**config.mk**
```make
export PLATFORM = sky130hd
export DESIGN_NAME = repeater_bank
export DESIGN_NICKNAME = d
export VERILOG_FILES = /design/src/rtl/redstone_pkg.sv /design/src/rtl/repeater_cell.sv /design/src/rtl/repeater_bank.sv
export SDC_FILE = /design/constraint.sdc
export NUM_CORES = 1
export LEC_CHECK = 0
export ABC_AREA = 0
export BUFFER_PORTS_ARGS = -buffer_cell sky130_fd_sc_hd__buf_4
export CAP_MARGIN = 15
export CORE_MARGIN = 8
export CORE_UTILIZATION = 40
export DETAILED_ROUTE_END_ITERATION = 12
export SYNTH_ARGS = -nofsm -noshare
export SYNTH_HDL_FRONTEND = slang
export SYNTH_SLANG_ARGS = --single-unit
export TNS_END_PERCENT = 10
```
**constraint.sdc**
```tcl
create_clock -name i_clk -period 4.7 [get_ports i_clk]
set_input_delay 0.47 -clock i_clk [delete_from_list [all_inputs] [get_ports i_clk]]
set_output_delay 0.47 -clock i_clk [all_outputs]
set_load 0.1 [all_outputs]
```
**src/rtl/redstone_pkg.sv**
```systemverilog
// redstone_pkg: shared types and constants for the repeater bank.
//   rep_state_e       : per-channel repeater state (idle / pending rise / pending fall)
//   MAX_DELAY_DEFAULT : default largest per-channel delay in ticks
//   delay_width()     : width of a per-channel delay field, minimum 1
package redstone_pkg;

   typedef enum logic [1:0] {
      ST_IDLE     = 2'd0,
      ST_PEND_ON  = 2'd1,
      ST_PEND_OFF = 2'd2
   } rep_state_e;

   localparam int unsigned MAX_DELAY_DEFAULT = 4;

   function automatic int unsigned delay_width(input int unsigned max_delay);
      return (max_delay > 1) ? $clog2(max_delay) : 1;
   endfunction

endpackage

```
**src/rtl/repeater_cell.sv**
```systemverilog
// repeater_cell: one redstone repeater channel (state machine plus delay down-counter).
// Optional feature macro: REPEATER_LOCK_EN (lock input honoured; otherwise ignored).
// Ports:
//   clk_i   : clock, all state changes on its rising edge
//   rst_i   : synchronous active-high reset
//   tick_i  : redstone-tick strobe, state advances only when set
//   in_i    : input level
//   delay_i : delay field, delay D = field + 1 ticks, sampled on the scheduling edge only
//   lock_i  : lock (side-powered repeater)
//   out_o   : registered output level
//   busy_o  : registered, set while a transition is pending
module repeater_cell
   import redstone_pkg::*;
#(
   parameter int unsigned DW   = 2,
   parameter logic        INIT = 1'b0
) (
   input  logic          clk_i,
   input  logic          rst_i,
   input  logic          tick_i,
   input  logic          in_i,
   input  logic [DW-1:0] delay_i,
   input  logic          lock_i,
   output logic          out_o,
   output logic          busy_o
);

   rep_state_e    state_q, state_d;
   logic [DW-1:0] cnt_q, cnt_d;
   logic          out_q, out_d;
   logic          busy_q, busy_d;
   logic          lock_act;

`ifdef REPEATER_LOCK_EN
   assign lock_act = lock_i;
`else
   logic lock_unused;
   assign lock_unused = lock_i;
   assign lock_act    = 1'b0;
`endif

   always_comb begin
      state_d = state_q;
      cnt_d   = cnt_q;
      out_d   = out_q;
      if (tick_i) begin
         if (lock_act) begin
            // Lock overrides scheduling and completion; output holds.
            state_d = ST_IDLE;
            cnt_d   = '0;
         end else begin
            case (state_q)
               ST_IDLE: begin
                  if (in_i != out_q) begin
                     if (delay_i == '0) begin
                        out_d = in_i;
                     end else begin
                        // Counter starts at D-2 so the output lands on tick edge D.
                        state_d = in_i ? ST_PEND_ON : ST_PEND_OFF;
                        cnt_d   = delay_i - DW'(1);
                     end
                  end
               end
               ST_PEND_ON, ST_PEND_OFF: begin
                  // Input is not re-examined here: pulses are extended, not cancelled.
                  if (cnt_q == '0) begin
                     out_d   = (state_q == ST_PEND_ON);
                     state_d = ST_IDLE;
                  end else begin
                     cnt_d = cnt_q - DW'(1);
                  end
               end
               default: begin
                  state_d = ST_IDLE;
                  cnt_d   = '0;
               end
            endcase
         end
      end
      busy_d = (state_d != ST_IDLE);
   end

   always_ff @(posedge clk_i) begin
      if (rst_i) begin
         state_q <= ST_IDLE;
         cnt_q   <= '0;
         out_q   <= INIT;
         busy_q  <= 1'b0;
      end else begin
         state_q <= state_d;
         cnt_q   <= cnt_d;
         out_q   <= out_d;
         busy_q  <= busy_d;
      end
   end

   assign out_o  = out_q;
   assign busy_o = busy_q;

endmodule

```
**src/rtl/repeater_bank.sv**
```systemverilog
// repeater_bank: NUM_CH independent redstone repeater channels sharing one clock and tick.
// Optional feature macro: REPEATER_LOCK_EN (per-channel lock honoured; otherwise i_lock ignored).
// Ports:
//   i_clk   : clock
//   i_rst   : synchronous active-high reset (o_out <= INIT, all channels idle)
//   i_tick  : redstone-tick strobe
//   i_in    : per-channel input level
//   i_delay : channel c delay field at [c*DW +: DW], delay D = field + 1 ticks
//   i_lock  : per-channel lock
//   o_out   : per-channel registered output level
//   o_busy  : per-channel pending-transition flag
module repeater_bank
   import redstone_pkg::*;
#(
   parameter int unsigned        NUM_CH    = 8,
   parameter int unsigned        MAX_DELAY = MAX_DELAY_DEFAULT,
   parameter logic [NUM_CH-1:0]  INIT      = '0,
   localparam int unsigned       DW        = delay_width(MAX_DELAY)
) (
   input  logic                 i_clk,
   input  logic                 i_rst,
   input  logic                 i_tick,
   input  logic [NUM_CH-1:0]    i_in,
   input  logic [NUM_CH*DW-1:0] i_delay,
   input  logic [NUM_CH-1:0]    i_lock,
   output logic [NUM_CH-1:0]    o_out,
   output logic [NUM_CH-1:0]    o_busy
);

   for (genvar c = 0; c < NUM_CH; c++) begin : g_ch
      repeater_cell #(
         .DW   (DW),
         .INIT (INIT[c])
      ) u_cell (
         .clk_i   (i_clk),
         .rst_i   (i_rst),
         .tick_i  (i_tick),
         .in_i    (i_in[c]),
         .delay_i (i_delay[c*DW +: DW]),
         .lock_i  (i_lock[c]),
         .out_o   (o_out[c]),
         .busy_o  (o_busy[c])
      );
   end

endmodule

```
==> impl_results.md <==
- LEAKAGE: 1.53 nW
- First-pass GRT wire length: 13500 um
- Clk pin slew, worst setup/hold paths: 0.09 ns
- Worst IR Drop VDD: 0.171 mV
- CTS Buffer Depth: 2
- Final hold slack: 0.511 ns
- Flops & latches, synth: 48
- Cell Area, Synth: 3510 um2
- Clock skew: 0.00758 ns
- RSZ-0062 raised after global routing: no
- Top FF cell, synth: dfxtp_1
- Core footprint: 8640 um2
- Die Y: approximately 110 um
- Effective utilization at floorplan: 40.7%
- R2R setup slack: around 2.8 ns
- Slowest cell on crit path: ha_1
- Post-CTS setup buffers: 0
- CTS Buf Count: 5
- Critical-path cell list: inv_1, ha_1, o21a_1, a211oi_1, o41ai_1, or2_2
- Vias per cell: 5.56
- Die footprint: 12000 um2
- RR Startpoint: g_ch[7].u_cell.state_q[0]$_SDFF_PP0_
- Tmin final: roughly 1.9 ns
- Synth warn: 0
- Worst R2R End: g_ch[7].u_cell.busy_o$_SDFF_PP0_
- Endpoints failing setup: 0
- TNS Setup: 0 ns
- Post-route ant nets: 0
- Mapped Nets: slightly below 500
- Final wirelength: between 7000 and 8000 um
- Post-synth EDFFs: 0
- Max frequency: between 0.5 and 0.6 GHz
- Per-cell routed wire length: ~14 um
- Worst-path fanout max: 7
- Relative slew slack: 64.0%
- Critical Path Sink: g_ch[7].u_cell.busy_o$_SDFF_PP0_
- Crit path from: g_ch[7].u_cell.state_q[0]$_SDFF_PP0_
- Clk Latency, worst-skew pair: 0.30 ns
- Post-Synthesis Cells: 435
- CTS tree: done
- Via count: approximately 3100
- Nets: 512
- Num Clock Sinks: 48
- GRT Overall Usage: 13.4%
- Gr ovfl total: 0
- Outcome: finished clean
- Post-DP HPWL: approximately 5600 um
- Max-slew violations: 0
- Number of top-level pins: 51
- Commonest non-fill, non-tap cells in the layout: dfxtp_1, buf_4, o21ai_0
- Post-cts resize count: 0
- Post-cts hold buffer count: 0
- Final Wtd Congestion: 0.806
- Startpoint Class: flop
- Sequential element share of the synthesized area: around 27%
- Pin count of the biggest net entering global routing: 45
- Crit end category: flop
- Share of cells above drive strength 1: ~15%
- Cell area after layout: 3880 um2
- Area grow syn2layout: 10.6%
- ANT cells: 0
- Most common cell after layout, fill and taps aside: dfxtp_1
- Fillers: 866
- Row cnt: 34
- Fraction of registers with async set or reset after synthesis: 0%
- Placement Cell Area: ~3800 um2
- CP required: 4.89 ns
- TritonRoute pass-1 iters: 4
- Die extent in x: ~110 um
- Synth cell types: 62
- Initial DRC Count: 127
- Clock Root Buffer: clkbuf_8
- DRC errors left: 0
- Crit path DAT: ~2 ns
- CP peak stage delay: 0.43 ns
- # H-tree levels: 2
- Max-cap violation count: 0
- Initial antenna violation count: 0
- Hold Path Class: primary input to flop
- Top delay family on crit path: compound AO/OA/AOI/OAI gates
- WP buf/inv: 1
- Port bufs: 42
- Avg Cell Area, Syn: 8.07 um2
- Fin crit share: between 30% and 40%
- R2R cell count: 6
- Fin. Hold Viols: 0
- Worst-Margin Slew: 0.540 ns
- Crit Path Class: flop to flop
- Pwr/cell area: 290 nW/um2
- Number of global-route vias before repair: 3100
- Critical path depth: 6
[worst min-delay path by stage]
stage                                               from                                    to  slack, ns  cells after the start
global placement    g_ch[3].u_cell.cnt_q[1]$_SDFFE_PP0P_  g_ch[3].u_cell.cnt_q[1]$_SDFFE_PP0P_       0.49                      2
floorplan           g_ch[2].u_cell.cnt_q[1]$_SDFFE_PP0P_  g_ch[2].u_cell.cnt_q[1]$_SDFFE_PP0P_       0.47                      2
finish                                       i_delay[10]  g_ch[5].u_cell.cnt_q[0]$_SDFFE_PP0P_       0.51                      3
global route                                 i_delay[10]  g_ch[5].u_cell.cnt_q[0]$_SDFFE_PP0P_       0.51                      3
CTS                                          i_delay[10]  g_ch[5].u_cell.cnt_q[0]$_SDFFE_PP0P_       0.50                      3
detailed placement     g_ch[4].u_cell.out_o$_SDFFE_PP0P_     g_ch[4].u_cell.out_o$_SDFFE_PP0P_       0.51                      2
[worst register-to-register path, delay by kind of cell, from the launching register on]
family	cells	cell delay, ns
adder cells (fa/ha/maj)	1	0.43
flip-flops	1	0.41
AND/OR/NAND/NOR	1	0.31
AO/OA/AOI/OAI	3	0.52
buffers and inverters	1	0.08
[registers in the layout (all words and copies together) (netlist names)]
signal	cells
g_ch.u_cell.busy_o	8
g_ch.u_cell.cnt_q	16
g_ch.u_cell.out_o	8
g_ch.u_cell.state_q	16
[kinds of logic (layout without fill, tap and decap cells)]
| logic type | after synthesis | in the layout | share of synthesized area [%] |
|---|---|---|---|
| AO/OA/AOI/OAI | 131 | 131 | 25.4 |
| XOR/XNOR | 17 | 17 | 4.24 |
| adder cells (fa/ha/maj) | 24 | 24 | 8.55 |
| buffers and inverters | 63 | 82 | 8.73 |
| flip-flops | 48 | 48 | 27.4 |
| multiplexers | 14 | 14 | 3.99 |
| AND/OR/NAND/NOR | 138 | 138 | 21.7 |
[report_power, final]
part / leakage (nW) / switching, W / internal [W]
clock network: 0.0552 / 0.000143 / 0.000158
registers: 0.392 / 0.0000259 / 0.000438
logic: 1.09 / 0.000225 / 0.000135
[layer usage]
| layer | global-route usage, % | wire length (um) |
|---|---|---|
| met5 | 0 | 0 |
| met4 | 4.24 | 101 |
| met3 | 2.93 | 344 |
| met2 | 23.3 | 3640 |
| met1 | 16.1 | 3660 |
[cell type report]
cell class              instances  area, um2  area share (%)
multi-input cells             324       2240            57.8
flip-flops and latches         48        961            24.7
repair buffers                 42        315            8.12
well taps                     108        135            3.48
inverters                      32        120            3.09
clock buffers                   6       72.6            1.87
clock inverters                 2       35.0           0.902
[cell usage after synthesis (2+ instances only)]
| cell | count | area share [%] |
|---|---|---|
| nand3b_1 | 14 | 3.0 |
| xnor2_1 | 11 | 2.7 |
| a311oi_1 | 5 | 1.2 |
| nor2b_1 | 3 | 0.53 |
| clkbuf_1 | 8 | 0.86 |
| mux2i_1 | 14 | 4.0 |
| a31oi_1 | 2 | 0.36 |
| o211ai_1 | 4 | 0.86 |
| a21bo_2 | 2 | 0.57 |
| a21oi_1 | 25 | 3.6 |
| nor2_1 | 30 | 3.2 |
| ha_1 | 24 | 8.6 |
| buf_4 | 17 | 3.6 |
| and3_1 | 2 | 0.36 |
| or2_2 | 11 | 2.0 |
| or3b_1 | 4 | 1.0 |
| a211o_1 | 3 | 0.75 |
| a2111oi_0 | 2 | 0.50 |
| xor2_1 | 6 | 1.5 |
| a2bb2oi_1 | 4 | 1.0 |
| o31ai_1 | 3 | 0.64 |
| buf_2 | 5 | 0.71 |
| o22ai_1 | 8 | 1.4 |
| a32o_1 | 2 | 0.57 |
| nand2_1 | 23 | 2.5 |
| o21ai_0 | 34 | 4.8 |
| nand2b_1 | 13 | 2.3 |
| nor3_1 | 13 | 1.9 |
| a41oi_1 | 2 | 0.50 |
| inv_1 | 32 | 3.4 |
| o32ai_1 | 5 | 1.2 |
| o21a_1 | 10 | 2.1 |
| o41ai_1 | 4 | 1.0 |
| nand3_1 | 5 | 0.71 |
| o211a_1 | 2 | 0.57 |
| dfxtp_1 | 48 | 27 |
| nor3b_1 | 4 | 0.86 |
| or3_1 | 7 | 1.2 |
[stage by stage]
step | setup slack, ns | utilization (%) | cells | power [W]
6_report | 2.84 | 45.0 | 562 | 0.00112
5_1_grt | 2.63 | 45.0 | 562 | 0.00120
4_1_cts | 2.82 | 45.0 | 562 | 0.00114
3_5_place_dp | 2.50 | 43.7 | 554 | 0.000833
3_3_place_gp | 2.49 | 43.7 | 554 | 0.000828
2_1_floorplan | 3.04 | - | 435 | 0.000762
No activity file was read; power rests on OpenSTA's default activity.
